===== config.mk =====
export PLATFORM = sky130hd
export DESIGN_NAME = spi_cmd_receiver
export DESIGN_NICKNAME = d
export VERILOG_FILES = /design/src/rtl/spi_pkg.sv /design/src/rtl/spi_pin_sync.sv /design/src/rtl/spi_cmd_receiver.sv
export SDC_FILE = /design/constraint.sdc
export NUM_CORES = 1
export LEC_CHECK = 0
export BUFFER_PORTS_ARGS = -buffer_cell sky130_fd_sc_hd__buf_2
export CAP_MARGIN = 20
export CORE_ASPECT_RATIO = 1.1
export CORE_UTILIZATION = 57
export CTS_CLUSTER_DIAMETER = 30
export DETAILED_ROUTE_END_ITERATION = 12
export HOLD_SLACK_MARGIN = 0.08
export PLACE_DENSITY_LB_ADDON = 0.05
export RECOVER_POWER = 50
export SKIP_CTS_REPAIR_TIMING = 1
export SLEW_MARGIN = 20
export SYNTH_ARGS = -nofsm -noshare
export SYNTH_HDL_FRONTEND = slang
export SYNTH_SLANG_ARGS = --single-unit

===== constraint.sdc =====
create_clock -name sys_clk -period 2.6 [get_ports sys_clk]
set_clock_uncertainty 0.1 [all_clocks]
set_input_delay 0.26 -clock sys_clk [delete_from_list [all_inputs] [get_ports sys_clk]]
set_output_delay 0.26 -clock sys_clk [all_outputs]
set_load 0.05 [all_outputs]

===== src/rtl/spi_pkg.sv =====
// Shared definitions for the SPI command receiver.
//   - default field widths (match the command decoder parameters)
//   - frame width derivation
//   - receiver state encoding
package spi_pkg;

  localparam int CMD_WIDTH_DEF      = 8;
  localparam int DATAWORD_WIDTH_DEF = 16;

  function automatic int frame_width(input int cmd_w, input int data_w);
    return cmd_w + data_w;
  endfunction

  typedef enum logic [1:0] {
    WAIT_IDLE = 2'd0,
    IDLE      = 2'd1,
    RECV      = 2'd2
  } state_e;

endpackage


===== src/rtl/spi_pin_sync.sv =====
// Pin synchronizer with edge detect for one SPI pin sampled in sys_clk.
//   sys_clk, rst : clock, async active-high reset
//   pin          : raw asynchronous pin
//   sync         : synchronized level (SYNC_STAGES flops)
//   rise, fall   : registered one-cycle edge pulses, one cycle after sync changes
// All flops reset to 0 so a chip select held low through reset never looks
// like a falling edge once reset releases.
module spi_pin_sync #(
  parameter int SYNC_STAGES = 2
) (
  input  logic sys_clk,
  input  logic rst,
  input  logic pin,
  output logic sync,
  output logic rise,
  output logic fall
);

  logic [SYNC_STAGES-1:0] sync_q, sync_d;
  logic                   hist_q, hist_d;
  logic                   rise_q, rise_d;
  logic                   fall_q, fall_d;

  always_comb begin
    sync_d = {sync_q[SYNC_STAGES-2:0], pin};
    hist_d = sync_q[SYNC_STAGES-1];
    rise_d = sync_q[SYNC_STAGES-1] & ~hist_q;
    fall_d = ~sync_q[SYNC_STAGES-1] & hist_q;
  end

  always_ff @(posedge sys_clk or posedge rst) begin
    if (rst) begin
      sync_q <= '0;
      hist_q <= 1'b0;
      rise_q <= 1'b0;
      fall_q <= 1'b0;
    end else begin
      sync_q <= sync_d;
      hist_q <= hist_d;
      rise_q <= rise_d;
      fall_q <= fall_d;
    end
  end

  assign sync = sync_q[SYNC_STAGES-1];
  assign rise = rise_q;
  assign fall = fall_q;

endmodule


===== src/rtl/spi_cmd_receiver.sv =====
// SPI mode-0 slave front end: deserializes {cmd, data} frames clocked by the
// sampled SPI pins and presents each correctly sized frame with a one-cycle
// cmd_valid strobe; wrong-length frames pulse frame_err instead.
//   sys_clk, rst         : system clock, async active-high reset
//   spi_sclk/cs_n/mosi   : raw SPI pins (sampled, never used as clocks)
//   spi_miso             : readback data, 0 unless SPI_READBACK_EN is defined
//   cmd_word, data_word  : fields of the last accepted frame
//   cmd_valid, frame_err : one-cycle strobes, mutually exclusive
// Build option: SPI_READBACK_EN shifts the last accepted frame out on MISO
// during the next frame.
module spi_cmd_receiver
  import spi_pkg::*;
#(
  parameter int CMD_WIDTH      = CMD_WIDTH_DEF,
  parameter int DATAWORD_WIDTH = DATAWORD_WIDTH_DEF,
  parameter int SYNC_STAGES    = 2
) (
  input  logic                      sys_clk,
  input  logic                      rst,
  input  logic                      spi_sclk,
  input  logic                      spi_cs_n,
  input  logic                      spi_mosi,
  output logic                      spi_miso,
  output logic [CMD_WIDTH-1:0]      cmd_word,
  output logic [DATAWORD_WIDTH-1:0] data_word,
  output logic                      cmd_valid,
  output logic                      frame_err
);

  localparam int FW    = frame_width(CMD_WIDTH, DATAWORD_WIDTH);
  localparam int CNT_W = $clog2(FW + 2);
  localparam logic [CNT_W-1:0] CNT_FULL = CNT_W'(FW);
  // Saturation value sits one above a full frame so overruns never alias.
  localparam logic [CNT_W-1:0] CNT_SAT  = CNT_W'(FW + 1);

  logic sclk_sync, sclk_rise, sclk_fall;
  logic cs_sync, cs_rise, cs_fall;
  logic mosi_sync, mosi_rise_unused, mosi_fall_unused;

  spi_pin_sync #(.SYNC_STAGES(SYNC_STAGES)) u_sync_sclk (
    .sys_clk(sys_clk), .rst(rst), .pin(spi_sclk),
    .sync(sclk_sync), .rise(sclk_rise), .fall(sclk_fall)
  );

  spi_pin_sync #(.SYNC_STAGES(SYNC_STAGES)) u_sync_cs (
    .sys_clk(sys_clk), .rst(rst), .pin(spi_cs_n),
    .sync(cs_sync), .rise(cs_rise), .fall(cs_fall)
  );

  spi_pin_sync #(.SYNC_STAGES(SYNC_STAGES)) u_sync_mosi (
    .sys_clk(sys_clk), .rst(rst), .pin(spi_mosi),
    .sync(mosi_sync), .rise(mosi_rise_unused), .fall(mosi_fall_unused)
  );

  logic sclk_sync_unused;
  assign sclk_sync_unused = sclk_sync;

  state_e                    state_q, state_d;
  logic [FW-1:0]             shift_q, shift_d;
  logic [CNT_W-1:0]          cnt_q, cnt_d;
  logic [CMD_WIDTH-1:0]      cmd_q, cmd_d;
  logic [DATAWORD_WIDTH-1:0] data_q, data_d;
  logic                      cmd_valid_q, cmd_valid_d;
  logic                      frame_err_q, frame_err_d;

  always_comb begin
    state_d     = state_q;
    shift_d     = shift_q;
    cnt_d       = cnt_q;
    cmd_d       = cmd_q;
    data_d      = data_q;
    cmd_valid_d = 1'b0;
    frame_err_d = 1'b0;
    case (state_q)
      // Ignore any frame already under way when reset released.
      WAIT_IDLE: if (cs_sync) state_d = IDLE;
      IDLE: begin
        if (cs_fall) begin
          shift_d = '0;
          cnt_d   = '0;
          state_d = RECV;
        end
      end
      RECV: begin
        // CS release takes priority over a coincident SCLK rise.
        if (cs_rise) begin
          state_d = IDLE;
          if (cnt_q == CNT_FULL) begin
            cmd_d       = shift_q[FW-1 -: CMD_WIDTH];
            data_d      = shift_q[DATAWORD_WIDTH-1:0];
            cmd_valid_d = 1'b1;
          end else begin
            frame_err_d = 1'b1;
          end
        end else if (sclk_rise) begin
          shift_d = {shift_q[FW-2:0], mosi_sync};
          if (cnt_q != CNT_SAT) cnt_d = cnt_q + 1'b1;
        end
      end
      default: state_d = WAIT_IDLE;
    endcase
  end

  always_ff @(posedge sys_clk or posedge rst) begin
    if (rst) begin
      state_q     <= WAIT_IDLE;
      shift_q     <= '0;
      cnt_q       <= '0;
      cmd_q       <= '0;
      data_q      <= '0;
      cmd_valid_q <= 1'b0;
      frame_err_q <= 1'b0;
    end else begin
      state_q     <= state_d;
      shift_q     <= shift_d;
      cnt_q       <= cnt_d;
      cmd_q       <= cmd_d;
      data_q      <= data_d;
      cmd_valid_q <= cmd_valid_d;
      frame_err_q <= frame_err_d;
    end
  end

  assign cmd_word  = cmd_q;
  assign data_word = data_q;
  assign cmd_valid = cmd_valid_q;
  assign frame_err = frame_err_q;

`ifdef SPI_READBACK_EN
  // Transmit register: captures the last accepted frame at CS fall and moves
  // to the next bit on each SCLK fall so the master samples it on the rise.
  logic [FW-1:0] tx_q, tx_d;

  always_comb begin
    tx_d = tx_q;
    if (state_q == IDLE && cs_fall)
      tx_d = {cmd_q, data_q};
    else if (state_q == RECV && sclk_fall)
      tx_d = {tx_q[FW-2:0], 1'b0};
  end

  always_ff @(posedge sys_clk or posedge rst) begin
    if (rst) tx_q <= '0;
    else     tx_q <= tx_d;
  end

  assign spi_miso = (state_q == RECV) & tx_q[FW-1];
`else
  logic sclk_fall_unused;
  assign sclk_fall_unused = sclk_fall;
  assign spi_miso         = 1'b0;
`endif

endmodule


==> qor.yml <==
max-vdd-ir-drop_uv: 461
grt_first_pass_wirelength_mm: 7.27
ys_async_sr_fraction: 1.00
die_h_um: 73.7
synth_area_um2: 2660
required_ns: 2.71
ys_types: 33
period_needed_ns: 1.99
cp-start-kind: "flop"
ios: 32
cts-buffers-inserted: 9
period_share: 0.766
synth-seq-area-share: 0.639
drtPass1Iterations: 4
synth_xor_area_frac: 0
yosys_register_bits: 68
num_antenna_cells: 0
die_area_um2: 4950
r2r-end: "cmd_word[4]$_DFFE_PP0P_"
path_class: "reg2reg"
finalHoldViolCount: 0
synth_warnings: 0
leakagePower_uw: 0.00147
clockRootBuffer: "clkbuf_8"
maxCapViolations: 0
p_total_uw: 2170
ant_nets: 0
synth_edf_count: 0
cts_tree: "yes"
synth_common_cells: "dfrtp_1, a22o_1, mux2_4"
synthTopCellsByArea: "dfrtp_1, mux2_4, a22o_1"
synth_top_family_by_area: "multiplexers"
tightest_slew_ns: 0.963
finalWirelength_mm: 4.48
coreArea_um2: 4380
std_cell_rows: 25
drive_gt1_frac: 0.241
synthCells: 168
setup_violations: 0
vias: 1492
overflow: 0
cellPowerDensity_nw_per_um2: 717
yosysTopAreaCell: "dfrtp_1"
drt-wirelength-per-cell_um: 16.8
portBuffers: 30
reg2reg_slack_ns: 0.61
muxShareOfSynthArea: 0.136
setup_tns_ns: 0
multi_input_area_um2: 857
cp-endpoint: "cmd_word[4]$_DFFE_PP0P_"
clkSinkCount: 68
dpl.hpwl_mm: 2.78
whs_ns: 0.250
drc_errors: 0
gp_congestion: 0.853
ctsHtreeMaxLevel: 3
endpoint_kind: "flop"
cts_buffer_depth: 2
crit_fanout: 25
syn-num-nets: 176
hp-class: "reg2reg"
slew_violations: 0
r2r_start: "cnt_q[0]$_DFFE_PP0P_"
reg2reg_depth: 5
yosysTopAreaCellShare: 0.639
worstPathArrival_ns: 2.10
initial_core_util: 0.608
nets: 215
drt_iter0_drc: 98
status: "finished clean"
antenna_found_initial: 0
clk_pin_slew_worst_paths_ns: 0.07
insertion_delay_ns: 0.33
synth_adder_area_share: 0.0141
synthToLayoutAreaGrowth_pct: 13.5
vias_per_cell: 5.61
grt_start_max_net_pins: 28
fmax_mhz: 502
synth_compound_area_frac: 0.110
grt_pass1_vias: 1491
rsz0062_at_grt: "no"
synth-main-ff-cell: "dfrtp_1"
ff_latch_area_um2: 1700
die_x_um: 67.2
avgSynthCellArea_um2: 15.8
grt_usage: 0.207
max-slew-margin-rel: 0.357
crit_path_start: "cnt_q[0]$_DFFE_PP0P_"
fillers: 327
yosysMostFrequentCell: "dfrtp_1"
synth-simple-area-share: 0.0606
worst min path at each step:
stage,from,to,depth (start not counted)
detailed placement,rst,u_sync_sclk.sync_q[0]$_DFF_PP0_,2
CTS,rst,shift_q[17]$_DFFE_PP0P_,2
global placement,rst,u_sync_cs.sync_q[0]$_DFF_PP0_,2
finish,u_sync_mosi.sync_q[0]$_DFF_PP0_,u_sync_mosi.sync_q[1]$_DFF_PP0_,0
global route,u_sync_mosi.sync_q[0]$_DFF_PP0_,u_sync_mosi.sync_q[1]$_DFF_PP0_,0
floorplan,spi_cs_n,u_sync_cs.sync_q[0]$_DFF_PP0_,0
cells in the final DEF, fill, tap and decap left out, types with 3 or more instances in the layout:
master,Yosys,routed
clkbuf_1,1,26
inv_1,4,4
dlygate4sd3_1,0,4
a211o_1,3,3
mux2_2,5,5
buf_2,2,4
ha_1,3,3
dfrtp_1,68,68
mux2_4,19,19
a22o_1,24,24
nor2b_1,3,3
clkbuf_8,0,10
per-layer routing:
metal	wire length [µm]	track usage	vias up
li1	-	-	691
met1	2180	0.293	762
met2	2060	0.299	31
met3	182	0.0606	8
met4	59	0.0851	0
met5	0	0	-
critical path, cell delays in order (launching register included):
cell	delay [ns]
dfrtp_1	0.41
inv_1	0.11
ha_1	0.15
and4b_1	0.21
and3_4	0.49
mux2_2	0.38
final cells by class:
class                           instances  area share
Clock buffer                           10      0.0456
Clock inverter                          6      0.0211
Inverter                                4     0.00497
Multi-Input combinational cell         87       0.284
Sequential cell                        68       0.563
Tap cell                               54      0.0224
Timing Repair Buffer                   37      0.0588
state kept, by name, indices dropped and copies added (netlist names):
signal / count
cmd_valid: 1
cmd_word: 8
cnt_q: 5
data_word: 16
frame_err: 1
shift_q: 24
state_q: 2
u_sync_cs.fall: 1
u_sync_cs.hist_q: 1
u_sync_cs.rise: 1
u_sync_cs.sync_q: 2
u_sync_mosi.sync_q: 2
u_sync_sclk.hist_q: 1
u_sync_sclk.rise: 1
u_sync_sclk.sync_q: 2
kinds of logic (layout without fill, tap and decap cells):
kind of cell,Yosys count,in the layout
AO/OA/AOI/OAI,35,35
adder cells (fa/ha/maj),3,3
flip-flops,68,68
multiplexers,26,26
buffers and inverters,13,57
other,1,1
AND/OR/NAND/NOR,22,22
per-stage QoR:
step           std cells  instance area, µm²  setup WS (ns)  utilization
2_1_floorplan        168                2660          0.528            -
3_3_place_gp         246                2810          0.667        0.643
3_5_place_dp         246                2810          0.609        0.643
4_1_cts              262                3020          0.600        0.689
5_1_grt              266                3020          0.489        0.690
6_report             266                3020          0.610        0.690
where the power goes:
part           switching, µW  internal (µW)  leakage [µW]  total [µW]
Sequential              42.4           1090      0.000925        1140
Clock                    391            467     0.0000983         857
Combinational            106           65.1      0.000444         172
Total                    539           1630       0.00147        2170
(Power assumes the default switching activity.)
